<file path="config.mk">
export PLATFORM = sky130hd
export DESIGN_NAME = opponent_link_rx_flat
export DESIGN_NICKNAME = d
export VERILOG_FILES = /design/src/rtl/opponent_link_rx_if.sv /design/src/rtl/opponent_link_rx.sv /design/src/flat_wrapper.sv
export SDC_FILE = /design/constraint.sdc
export NUM_CORES = 1
export LEC_CHECK = 0
export CAP_MARGIN = 40
export CORE_UTILIZATION = 51
export CTS_CLUSTER_SIZE = 28
export DETAILED_ROUTE_END_ITERATION = 16
export GPL_TIMING_DRIVEN = 0
export PLACE_DENSITY_LB_ADDON = 0.12
export REMOVE_ABC_BUFFERS = 1
export SYNTH_ARGS = -nofsm -noshare
export SYNTH_HDL_FRONTEND = slang
export SYNTH_SLANG_ARGS = --single-unit
</file>
<file path="constraint.sdc">
create_clock -name clock -period 1.9 [get_ports clock]
set_input_delay 0.19 -clock clock [delete_from_list [all_inputs] [get_ports clock]]
set_output_delay 0.19 -clock clock [all_outputs]
set_load 0.01 [all_outputs]
</file>
<file path="src/rtl/opponent_link_rx_if.sv">
// rtl/opponent_link_rx_if.sv - raw opponent link lines in, clean move/reset events out
interface opponent_link_rx_if;
  logic [3:0] oppo_chesspos_rx;
  logic       oppo_click_rx;
  logic       globalReset_rx;
  logic       regReset_rx;
  logic       move_valid;
  logic [3:0] move_pos;
  logic       move_reject;
  logic [7:0] reject_count;
  logic       globalReset_req;
  logic       regReset_req;

  modport slave (
    input  oppo_chesspos_rx, oppo_click_rx, globalReset_rx, regReset_rx,
    output move_valid, move_pos, move_reject, reject_count, globalReset_req, regReset_req
  );

  modport master (
    output oppo_chesspos_rx, oppo_click_rx, globalReset_rx, regReset_rx,
    input  move_valid, move_pos, move_reject, reject_count, globalReset_req, regReset_req
  );
endinterface

</file>
<file path="src/rtl/opponent_link_rx.sv">
// rtl/opponent_link_rx.sv - synchronise, debounce and validate opponent link lines
module opponent_link_rx #(
  parameter int SYNC_STAGES   = 2,
  parameter int STABLE_CYCLES = 16,
  parameter int POS_TIMEOUT   = 64,
  parameter int MAX_CELL      = 8
) (
  input  logic               clock,
  input  logic               reset,
  opponent_link_rx_if.slave  link
);
  localparam int SCW = $clog2(STABLE_CYCLES + 1);
  localparam int TCW = $clog2(POS_TIMEOUT + 1);

  typedef enum logic [1:0] {IDLE, WAIT_POS, WAIT_RELEASE} state_t;

  // bit layout: [3:0] position, [4] click, [5] register reset, [6] global reset
  logic [6:0]     raw;
  logic [6:0]     sync_q [SYNC_STAGES];
  logic [2:0]     line_s;
  logic [3:0]     pos_s;
  logic [3:0]     pos_prev;
  logic [2:0]     filt;
  logic [SCW-1:0] fcnt [3];
  logic [SCW-1:0] pcnt;
  logic           pos_stable;
  logic           click_d;
  logic           click_rise;
  logic           greq;
  state_t         state, state_n;
  logic [TCW-1:0] tcnt, tcnt_n;
  logic           do_eval, do_timeout, accept, reject;
  logic           move_valid_q, move_reject_q;
  logic [3:0]     move_pos_q;
  logic [7:0]     reject_count_q;

  assign raw        = {link.globalReset_rx, link.regReset_rx, link.oppo_click_rx, link.oppo_chesspos_rx};
  assign line_s     = sync_q[SYNC_STAGES-1][6:4];
  assign pos_s      = sync_q[SYNC_STAGES-1][3:0];
  assign pos_stable = (pcnt == SCW'(STABLE_CYCLES));
  assign greq       = filt[2];
  assign click_rise = filt[0] & ~click_d;

  always_ff @(posedge clock) begin
    if (!reset) begin
      for (int i = 0; i < SYNC_STAGES; i++) sync_q[i] <= '0;
    end else begin
      sync_q[0] <= raw;
      for (int i = 1; i < SYNC_STAGES; i++) sync_q[i] <= sync_q[i-1];
    end
  end

  // A filtered line only moves after STABLE_CYCLES consecutive disagreeing samples.
  always_ff @(posedge clock) begin
    if (!reset) begin
      filt    <= '0;
      click_d <= 1'b0;
      for (int i = 0; i < 3; i++) fcnt[i] <= '0;
    end else begin
      click_d <= filt[0];
      for (int i = 0; i < 3; i++) begin
        if (line_s[i] == filt[i]) begin
          fcnt[i] <= '0;
        end else if (fcnt[i] == SCW'(STABLE_CYCLES - 1)) begin
          filt[i] <= line_s[i];
          fcnt[i] <= '0;
        end else begin
          fcnt[i] <= fcnt[i] + 1'b1;
        end
      end
    end
  end

  always_ff @(posedge clock) begin
    if (!reset) begin
      pos_prev <= '0;
      pcnt     <= '0;
    end else begin
      pos_prev <= pos_s;
      if (pos_s != pos_prev)    pcnt <= '0;
      else if (!pos_stable)     pcnt <= pcnt + 1'b1;
    end
  end

  always_ff @(posedge clock) begin
    if (!reset) begin
      state <= IDLE;
      tcnt  <= '0;
    end else begin
      state <= state_n;
      tcnt  <= tcnt_n;
    end
  end

  always_comb begin
    state_n    = state;
    tcnt_n     = tcnt;
    do_eval    = 1'b0;
    do_timeout = 1'b0;
    case (state)
      IDLE: begin
        if (click_rise) begin
          if (pos_stable) begin
            do_eval = 1'b1;
            state_n = WAIT_RELEASE;
          end else begin
            state_n = WAIT_POS;
            tcnt_n  = '0;
          end
        end
      end
      WAIT_POS: begin
        if (pos_stable) begin
          do_eval = 1'b1;
          state_n = WAIT_RELEASE;
        end else if (tcnt == TCW'(POS_TIMEOUT - 1)) begin
          do_timeout = 1'b1;
          state_n    = WAIT_RELEASE;
        end else begin
          tcnt_n = tcnt + 1'b1;
        end
      end
      WAIT_RELEASE: begin
        if (!filt[0]) state_n = IDLE;
      end
      default: state_n = IDLE;
    endcase
    // A pending global reset swallows any click in flight.
    if (greq) begin
      state_n    = IDLE;
      do_eval    = 1'b0;
      do_timeout = 1'b0;
    end
  end

  assign accept = do_eval && (pos_s <= 4'(MAX_CELL));
  assign reject = do_timeout || (do_eval && (pos_s > 4'(MAX_CELL)));

  always_ff @(posedge clock) begin
    if (!reset) begin
      move_valid_q   <= 1'b0;
      move_reject_q  <= 1'b0;
      move_pos_q     <= '0;
      reject_count_q <= '0;
    end else begin
      move_valid_q  <= accept;
      move_reject_q <= reject;
      if (greq) begin
        move_pos_q     <= '0;
        reject_count_q <= '0;
      end else begin
        if (accept) move_pos_q <= pos_s;
        if (reject && reject_count_q != 8'hFF) reject_count_q <= reject_count_q + 8'd1;
      end
    end
  end

  assign link.move_valid      = move_valid_q;
  assign link.move_reject     = move_reject_q;
  assign link.move_pos        = move_pos_q;
  assign link.reject_count    = reject_count_q;
  assign link.globalReset_req = filt[2];
  assign link.regReset_req    = filt[1];
endmodule

</file>
<file path="src/flat_wrapper.sv">
// flat-port wrapper written by rule: the top's interface ports become plain ports
module opponent_link_rx_flat 
#(
  parameter int SYNC_STAGES   = 2,
  parameter int STABLE_CYCLES = 16,
  parameter int POS_TIMEOUT   = 64,
  parameter int MAX_CELL      = 8
)
  (clock, reset, link_oppo_chesspos_rx, link_oppo_click_rx, link_globalReset_rx, link_regReset_rx, link_move_valid, link_move_pos, link_move_reject, link_reject_count, link_globalReset_req, link_regReset_req);
  opponent_link_rx_if link_i ();
  input  logic clock;
  input  logic reset;
  input wire logic [$bits(link_i.oppo_chesspos_rx)-1:0] link_oppo_chesspos_rx;
  input wire logic [$bits(link_i.oppo_click_rx)-1:0] link_oppo_click_rx;
  input wire logic [$bits(link_i.globalReset_rx)-1:0] link_globalReset_rx;
  input wire logic [$bits(link_i.regReset_rx)-1:0] link_regReset_rx;
  output wire logic [$bits(link_i.move_valid)-1:0] link_move_valid;
  output wire logic [$bits(link_i.move_pos)-1:0] link_move_pos;
  output wire logic [$bits(link_i.move_reject)-1:0] link_move_reject;
  output wire logic [$bits(link_i.reject_count)-1:0] link_reject_count;
  output wire logic [$bits(link_i.globalReset_req)-1:0] link_globalReset_req;
  output wire logic [$bits(link_i.regReset_req)-1:0] link_regReset_req;
  assign link_i.oppo_chesspos_rx = link_oppo_chesspos_rx;
  assign link_i.oppo_click_rx = link_oppo_click_rx;
  assign link_i.globalReset_rx = link_globalReset_rx;
  assign link_i.regReset_rx = link_regReset_rx;
  assign link_move_valid = link_i.move_valid;
  assign link_move_pos = link_i.move_pos;
  assign link_move_reject = link_i.move_reject;
  assign link_reject_count = link_i.reject_count;
  assign link_globalReset_req = link_i.globalReset_req;
  assign link_regReset_req = link_i.regReset_req;
  opponent_link_rx #(.SYNC_STAGES(SYNC_STAGES), .STABLE_CYCLES(STABLE_CYCLES), .POS_TIMEOUT(POS_TIMEOUT), .MAX_CELL(MAX_CELL)) u_core (.clock(clock), .reset(reset), .link(link_i));
endmodule
</file>
# Yosys cells after proc, flatten, opt, wreduce, memory -nomap -nowiden

Memories as Yosys holds them, arrays and structs flattened.
Cells that the tools add are included.
Widths: inputs -> output; s select.

Input port bits: 9
Memories: 2
Output and inout port bits: 16
Register bits: 36
Bits in writable memories: 29

Memory list:

| name          | words | bits a word | rd ports | clocked after memory_dff | write ports | RTL line               | text |
|---|---|---|---|---|---|---|---|
| u_core.fcnt   | 3     | 5           | 3        | 0                        | 3           | opponent_link_rx.sv:24 | `logic [SCW-1:0] fcnt [3];` |
| u_core.sync_q | 2     | 7           | 2        | 0                        | 2           | opponent_link_rx.sv:19 | `logic [6:0] sync_q [SYNC_STAGES];` |

Multiplexer cells: 65
$add $sub $neg: 6
Eq/ne operators: 18
Magnitude comparators: 2
Reductions and logical operators: 13
Bitwise gates (word level): 17

Operator list:

| operator            | count |
|---|---|
| $mux 5              | 9 |
| $mux 1              | 42 |
| $mux 7              | 6 |
| $add 5x1->5 const B | 4 |
| $eq 5x4->1 const B  | 3 |
| $pmux 7 s2          | 1 |
| $or 1x1->1          | 11 |
| $mux 2              | 5 |
| $add 8x1->8 const B | 1 |
| $ne 2x2->1 const B  | 4 |
| $ne 8x8->1 const B  | 1 |
| $add 7x1->7 const B | 1 |
| $eq 7x6->1 const B  | 1 |
| $pmux 2 s3          | 1 |
| $reduce_and 2->1    | 3 |
| $eq 5x5->1 const B  | 1 |
| $not 1->1           | 5 |
| $reduce_and 5->1    | 1 |
| $gt 4x4->1 const B  | 1 |
| $le 4x4->1 const B  | 1 |
| $ne 4x4->1          | 1 |
| $reduce_or 2->1     | 2 |
| $eq 1x1->1          | 3 |
| $logic_and 1x1->1   | 3 |
| 10 further kinds    | 10 |

# Depth between registers and ports, before layout

Word-level depth: 8
Depth in mapped cells: 9
Depth with buffers taken out: 7

# Worst setup path before layout

OpenSTA, ideal clock, no wires.

Path type: register to register
From: register u_core.reject_count_q[0], in the netlist u_core.link.reject_count[0]
To: register u_core.reject_count_q[7], in the netlist u_core.link.reject_count[7]
Path buffers: 0
Stages on the path, launching flop included: 7
Data required time: 1829 ps
Slack: -21 ps
Data arrival time: 1850 ps
Path through: dfxtp_1 ha_1 and2_1 and3_1 or3_1 or4b_1 a21oi_1

Word-level cells in the longest chain between the ends: 2
Elaborated cells between the ends (all ways): 3
Those cells by class: add/sub: 1; eq/ne: 1; reduce/logical: 1

RTL lines:

| what                                                | RTL line                | text |
|---|---|---|
| start: declaration                                  | opponent_link_rx.sv:35  | `logic [7:0] reject_count_q;` |
| start signal: assignment                            | opponent_link_rx.sv:153 | `if (reject && reject_count_q != 8'hFF) reject_count_q <= reject_count_q + 8'd1;` |
| branches (longest 2 deep; another with $add 8x1->8) | -                       |  |

Parallel ways; which one is timed is not known.
A chain may end at the register's enable or synchronous reset.

# Worst setup path in the final report

From: register u_core.tcnt[1]
To: register u_core.reject_count_q[7], in the netlist u_core.link.reject_count[7]

Word-level cells in the longest chain between the ends: 7

RTL lines:

| what                     | RTL line                | text |
|---|---|---|
| start: declaration       | opponent_link_rx.sv:31  | `logic [TCW-1:0] tcnt, tcnt_n;` |
| start signal: assignment | opponent_link_rx.sv:91  | `tcnt <= tcnt_n;` |
| $eq 7x6->1               | opponent_link_rx.sv:116 | `end else if (tcnt == TCW'(POS_TIMEOUT - 1)) begin` |
| $mux 1                   | opponent_link_rx.sv:116 |  |
| $mux 1                   | opponent_link_rx.sv:113 | `if (pos_stable) begin` |
| $mux 1                   | opponent_link_rx.sv:100 | `case (state)` |
| $mux 1                   | opponent_link_rx.sv:129 | `if (greq) begin` |
| $logic_or 1x1->1         | opponent_link_rx.sv:137 | `assign reject = do_timeout \|\| (do_eval && (pos_s > 4'(MAX_CELL)));` |
| $logic_and 1x1->1        | opponent_link_rx.sv:153 |  |

No other way between the ends.

==> PnR_summary.wiki <==
{| class="wikitable"
! Metric !! Value
|-
| Result of the run || finished, violations left
|-
| Violations in the final reports || setup timing
|-
| Mean number of vias per cell || 4.96
|-
| Routability-driven placement congestion ratio || around 0.77
|-
| Placed Cells || around 370
|-
| Number of antenna violations at the first check in global routing || 0
|-
| Hold Fails Final Rpt || 0
|-
| TritonCTS sink count || 65
|-
| Mean routed wirelength per cell || approximately 12 um
|-
| Max-cap violations || 0
|-
| Number of top-level pins || 25
|-
| Die Span X || 74.9 um
|-
| Maximum number of pins on one net before global-route repair || 25
|-
| Flop pwr share || 0.546
|-
| Vertical die dimension || roughly 75 um
|-
| Clock group share of total power || 0.412
|-
| Maximum fanout along the worst path || 8
|-
| Total number of vias || roughly 2.0k
|-
| Post-route DRC violation count || 0
|-
| Number of violations reported at the end of detailed-routing iteration 0 || approximately 100
|-
| Number of nets still failing antenna checks after routing || 0
|-
| Fraction of synthesis flops using an asynchronous set or reset pin || 0
|-
| Unrepaired setup endpoints after global routing || yes
|-
| Maximum count of clock buffers along a single path || 2
|-
| Layout overhead on the synthesized area || 29.7%
|-
| Overall Global Routing Usage || 0.189
|-
| Share of final-layout standard cells stronger than drive strength 1 || 0.164
|-
| H-tree depth reported by CTS || 3
|-
| Number of buffers added on ports || 24
|-
| Cell area after synthesis || about 2700 um^2
|-
| Dpl ws || -0.479 ns
|-
| Sequential cell area fraction in the yosys report || 0.536
|-
| Min-Delay Path Class || input pin to register
|-
| Count of warnings emitted by yosys || 0
|-
| Most frequent cells in the layout || sky130_fd_sc_hd__dfxtp_1, sky130_fd_sc_hd__nor2_1, sky130_fd_sc_hd__clkdlybuf4s50_1, sky130_fd_sc_hd__and2_1
|-
| Max frequency || 516 MHz
|-
| Worst path setup slack after routing || -0.0365 ns
|-
| Setup-violating endpoint count in the final report || 3
|-
| Rel. slew slack || 0.550
|-
| Element type at the critical path end || register
|-
| Routed WL || ~4800 um
|-
| Leading cell types by total area after synthesis || sky130_fd_sc_hd__dfxtp_1, sky130_fd_sc_hd__edfxtp_1, sky130_fd_sc_hd__nor2_1
|-
| EDFF count, synth || 15
|-
| Post-synthesis cell type with the largest combined area || sky130_fd_sc_hd__dfxtp_1
|-
| Start-to-end type of the worst setup path || register to register
|-
| Clock buffer count from CTS || 9
|-
| Net Switching || 600 uW
|-
| Final Skew || around 0.014 ns
|-
| Nets || 338
|-
| Data arrival time of the critical path || between 2 and 2.5 ns
|-
| CP required || ~2.2 ns
|-
| Total power per unit cell area || between 700 and 800 nW/um^2
|-
| Router iterations before antenna repair || 4
|-
| Post-DP HPWL || 3080 um
|-
| Number of max-slew violations in the final report || 0
|-
| Total inserted antenna cells || 0
|-
| Finished Core Util || 0.687
|-
| Storage cell area || roughly 1500 um^2
|-
| Peak supply drop || 0.613 mV
|-
| Share of power burned in combinational logic || 0.042
|-
| Root Buffer || sky130_fd_sc_hd__clkbuf_8
|-
| Core Region || between 5000 and 6000 um^2
|-
| Most frequently used flop master after synthesis || sky130_fd_sc_hd__dfxtp_1
|-
| Worst skew pair latency || approximately 0.34 ns
|-
| Switch share || 0.223
|-
| First-pass GRT wire length || about 7800 um
|-
| Number of global-route vias before repair || 1,784
|-
| Fill cell total of the finished layout || 393
|-
| Hold Buf Count CTS || 0
|-
| Final Instance Count excl. Fillers || just under 400
|-
| Global route overflow || 0
|-
| Clock-pin slew of the registers on the worst-case setup and hold paths || about 0.080 ns
|-
| Tightest hold margin || roughly 0.43 ns
|-
| Flop and latch count out of synthesis || 65
|-
| Type of origin of the critical path || register
|-
| Tightest Pin Transition || ~0.67 ns
|-
| Synthesized instance count || between 200 and 300
|-
| Floorplan die area || 5600 um^2
|-
| Post-synth top area share || 0.370
|-
| Internal Power || about 2100 uW
|-
| CTS tree || built
|-
| Pleak || ~0.0013 uW
|-
| Most common cell after layout, fill and taps aside || sky130_fd_sc_hd__dfxtp_1
|-
| Unique masters post-synth || 45
|-
| Starting density of the core || 0.530
|-
| Rows || 26
|-
| Crit share post-route || 1.02
|-
| Mean instance size in the synthesized netlist || about 10 um^2
|-
| Area used by multi-input combinational logic || about 1400 um^2
|-
| Period minus WS final || between 1.5 and 2 ns
|}
-- worst paths after layout --
check                                      to  slack, ns                      from  cells after the start
setup / recovery  u_core.link.reject_count[7]      -0.04            u_core.tcnt[1]                      6
hold / removal            u_core.sync_q[0][3]       0.43  link_oppo_chesspos_rx[3]                      2
hold reg to reg          u_core.sync_q[0][13]       0.44       u_core.sync_q[0][6]                      1
setup reg to reg  u_core.link.reject_count[7]      -0.04            u_core.tcnt[1]                      6
-- worst max-delay path: stages (launching register included) --
cell                      delay (ns)
sky130_fd_sc_hd__dfxtp_2        0.36
sky130_fd_sc_hd__ha_4           0.15
sky130_fd_sc_hd__nand3_4        0.07
sky130_fd_sc_hd__or3_4          0.40
sky130_fd_sc_hd__o32a_4         0.26
sky130_fd_sc_hd__or4b_1         0.47
sky130_fd_sc_hd__a21oi_1        0.14
-- cells by family (layout without fill, tap and decap cells) --
kind of cell / count (synthesis) / in the layout / share of synthesized area
AND/OR/NAND/NOR: 117 / 117 / 0.232
flip-flops: 65 / 65 / 0.536
AO/OA/AOI/OAI: 23 / 23 / 0.0578
buffers and inverters: 22 / 66 / 0.0333
XOR/XNOR: 21 / 21 / 0.0679
adder cells (fa/ha/maj): 10 / 10 / 0.0462
multiplexers: 7 / 7 / 0.0259
other: 1 / 15 / 0.00138
-- through the flow --
step | total power [uW] | area [um^2] | setup TNS, ns
floorplan | 1560 | 2720 | -0.120
global placement | 1590 | 3050 | -9.18
global route | 2780 | 3510 | -0.629
CTS | 2710 | 3400 | 0
detailed placement | 1600 | 3060 | -9.35
finish | 2690 | 3510 | -0.0781
-- registers in the layout, summed over array words and instances (netlist names) --
| register | flops |
|---|---|
| u_core.click_d | 1 |
| u_core.fcnt | 15 |
| u_core.filt | 3 |
| u_core.link.move_pos | 4 |
| u_core.link.move_reject | 1 |
| u_core.link.move_valid | 1 |
| u_core.link.reject_count | 8 |
| u_core.pcnt | 5 |
| u_core.pos_prev | 4 |
| u_core.state | 2 |
| u_core.sync_q | 14 |
| u_core.tcnt | 7 |
-- timing repair --
action                                  4_1_cts  5_1_grt
gates cloned                                  0        0
pin swaps                                     4       13
endpoints found under the setup margin       33       16
buffers inserted                              7        4
gates resized for setup                      23       16
-- area by class of cell --
class | count | area share
clock inverter | 4 | 0.00677
timing repair buffer | 36 | 0.0944
multi-input combinational | 193 | 0.395
clock buffer | 12 | 0.0474
sequential | 65 | 0.416
tap | 70 | 0.0249
inverter | 14 | 0.0150
-- power by group through the flow --
stage / Clock, uW / Sequential [uW] / Combinational, uW
CTS: 1130 / 1470 / 107
floorplan: 0 / 1490 / 63.2
global placement: 0 / 1500 / 95.8
finish: 1110 / 1470 / 113
detailed placement: 0 / 1500 / 98.6
global route: 1180 / 1470 / 129
-- synth_stat cells (4+ instances only) --
| cell type | instances |
|---|---|
| sky130_fd_sc_hd__nand3_1 | 11 |
| sky130_fd_sc_hd__and3_1 | 5 |
| sky130_fd_sc_hd__a21oi_1 | 6 |
| sky130_fd_sc_hd__nor3_1 | 4 |
| sky130_fd_sc_hd__xnor2_1 | 8 |
| sky130_fd_sc_hd__and2_1 | 20 |
| sky130_fd_sc_hd__clkbuf_1 | 6 |
| sky130_fd_sc_hd__ha_1 | 10 |
| sky130_fd_sc_hd__mux2i_1 | 7 |
| sky130_fd_sc_hd__edfxtp_1 | 15 |
| sky130_fd_sc_hd__nor2_1 | 35 |
| sky130_fd_sc_hd__or3_1 | 7 |
| sky130_fd_sc_hd__nand2_1 | 14 |
| sky130_fd_sc_hd__xor2_1 | 13 |
| sky130_fd_sc_hd__inv_1 | 14 |
| sky130_fd_sc_hd__dfxtp_1 | 50 |
-- routing by layer --
| metal | track usage | share of wire | up-vias |
|---|---|---|---|
| li1 | - | - | 1016 |
| met1 | 0.237 | 0.47 | 904 |
| met2 | 0.295 | 0.48 | 27 |
| met3 | 0.0589 | 0.033 | 8 |
| met4 | 0.0943 | 0.017 | 0 |
| met5 | 0 | 0 | - |
(Power assumes the default switching activity.)
==> patch, RTL diff (same settings) <==
`POS_TIMEOUT` is set to 64 in 2 places; all go to 32.
--- a/src/rtl/opponent_link_rx.sv
+++ b/src/rtl/opponent_link_rx.sv
@@ -4,3 +4,3 @@
   parameter int STABLE_CYCLES = 16,
-  parameter int POS_TIMEOUT   = 64,
+  parameter int POS_TIMEOUT   = 32,
   parameter int MAX_CELL      = 8
--- a/src/flat_wrapper.sv
+++ b/src/flat_wrapper.sv
@@ -5,3 +5,3 @@
   parameter int STABLE_CYCLES = 16,
-  parameter int POS_TIMEOUT   = 64,
+  parameter int POS_TIMEOUT   = 32,
   parameter int MAX_CELL      = 8
Formal check against the unedited RTL: same outputs for any inputs over 10 cycles, from zero or initial values and one cycle with reset low; that may be too few to reach the edited logic, so the function may still have changed.
==> patch against the unedited design <==
- area after synthesis increased by 0.88%
- routed wire length decreased by 3.3%
- die area grew 0.86%
- sequential cell count is 1 lower
- setup slack better by 0.14 ns
- total power is 5.4% higher
- clock skew is 0.0071 ns lower
- cell count shrank 1.5%
- critical path depth rose by 2
- first-iteration DRC count is 4.8% higher
- design area down 2.9%
==> patch: results (changes against the unedited design) <==
[run_status]
run_status = finished, final reports clean

[finish]
seq_share_pct = 42.1  ; +0.47 points
inverters = 17  ; +3
nFillCells = 446  ; +13%
finalInstanceArea_um2 = 3410  ; -2.9%
layout.nets = 332  ; -1.8%
multiInputGateArea_um2 = 1310  ; -5.7%
nonClkBufAreaFrac_pct = 8.59  ; -0.86 points
clock_area_share_pct = 6.50  ; +1.1 points
buffers = 30  ; -17%
nClkBuffers = 11  ; -1

[yosys]
synthAdderAreaFrac_pct = 4.58  ; -0.040 points
synthMuxAreaShare_pct = 2.20  ; -0.39 points
yosys-top-cells-area = dfxtp_1 (36%), edfxtp_1 (16%), nor2_1 (5.2%), and2_1 (4.6%), ha_1 (4.6%)
synth-compound-area-share_pct = 8.06  ; +2.3 points
post_synth_num_cell_types = 47  ; +4.4%

[power]
max-vdd-ir-drop_mv = 0.517  ; -16%
pg_comb_mw = 0.104  ; -8%
power_leakage_nw = 1.33  ; about the same
switching_power_mw = 0.581  ; -3.1%

[clocking]
cts_setup_buffers = 2  ; -5
cts_resized = 2  ; -91%
cts.sinks = 64  ; -1.5%

[global_route]
grt_first_pass_wirelength_um = 7640  ; -1.5%
grt.total_usage_pct = 18.5  ; -0.37 points
grt_pass1_vias = 1744  ; -2.2%

[placement]
pre_cts_ws_ns = -0.507  ; -0.0276 ns
dpl.hpwl_um = 3100  ; +0.55%
dpl_cell_area_um2 = 3070  ; +0.41%

[worst_setup_path]
cpMaxStageDelayCell = dfxtp_2

[detailed_routing]
dr.first_iter.drc_count = 109  ; +4.8%
via_per_inst = 4.90  ; -1.2%
routed_wl_um = 4660  ; -3.3%

[timing]
relSlewSlack_pct = 44.5  ; -11 points

patch: through the flow:
stage	TNS, ns	instances	total power, mW	util (%)
after detailed placement	-8.70	365	1.58	59.7
final	0	388	2.83	66.3
after floorplan	0	271	1.54	-
after global routing	-0.00291	388	2.95	66.3
after CTS	0	383	2.86	64.7
after global placement	-8.22	365	1.57	59.7
patch: layer usage:
layer / global-route usage (%) / vias up / wire, um
met2: 29.0 / 30 / 2210
met3: 6.29 / 4 / 191
met4: 7.41 / 0 / 35
met1: 23.7 / 884 / 2220
li1: - / 985 / -
met5: 0 / - / 0
patch: final timing paths:
kind                             from                           to  slack, ns  cells past startpoint
setup / recovery       u_core.pcnt[0]  u_core.link.reject_count[7]       0.10                      8
hold / removal                  reset          u_core.sync_q[0][6]       0.37                      2
setup reg to reg       u_core.pcnt[0]  u_core.link.reject_count[7]       0.10                      8
hold reg to reg   u_core.sync_q[0][5]         u_core.sync_q[0][12]       0.43                      1
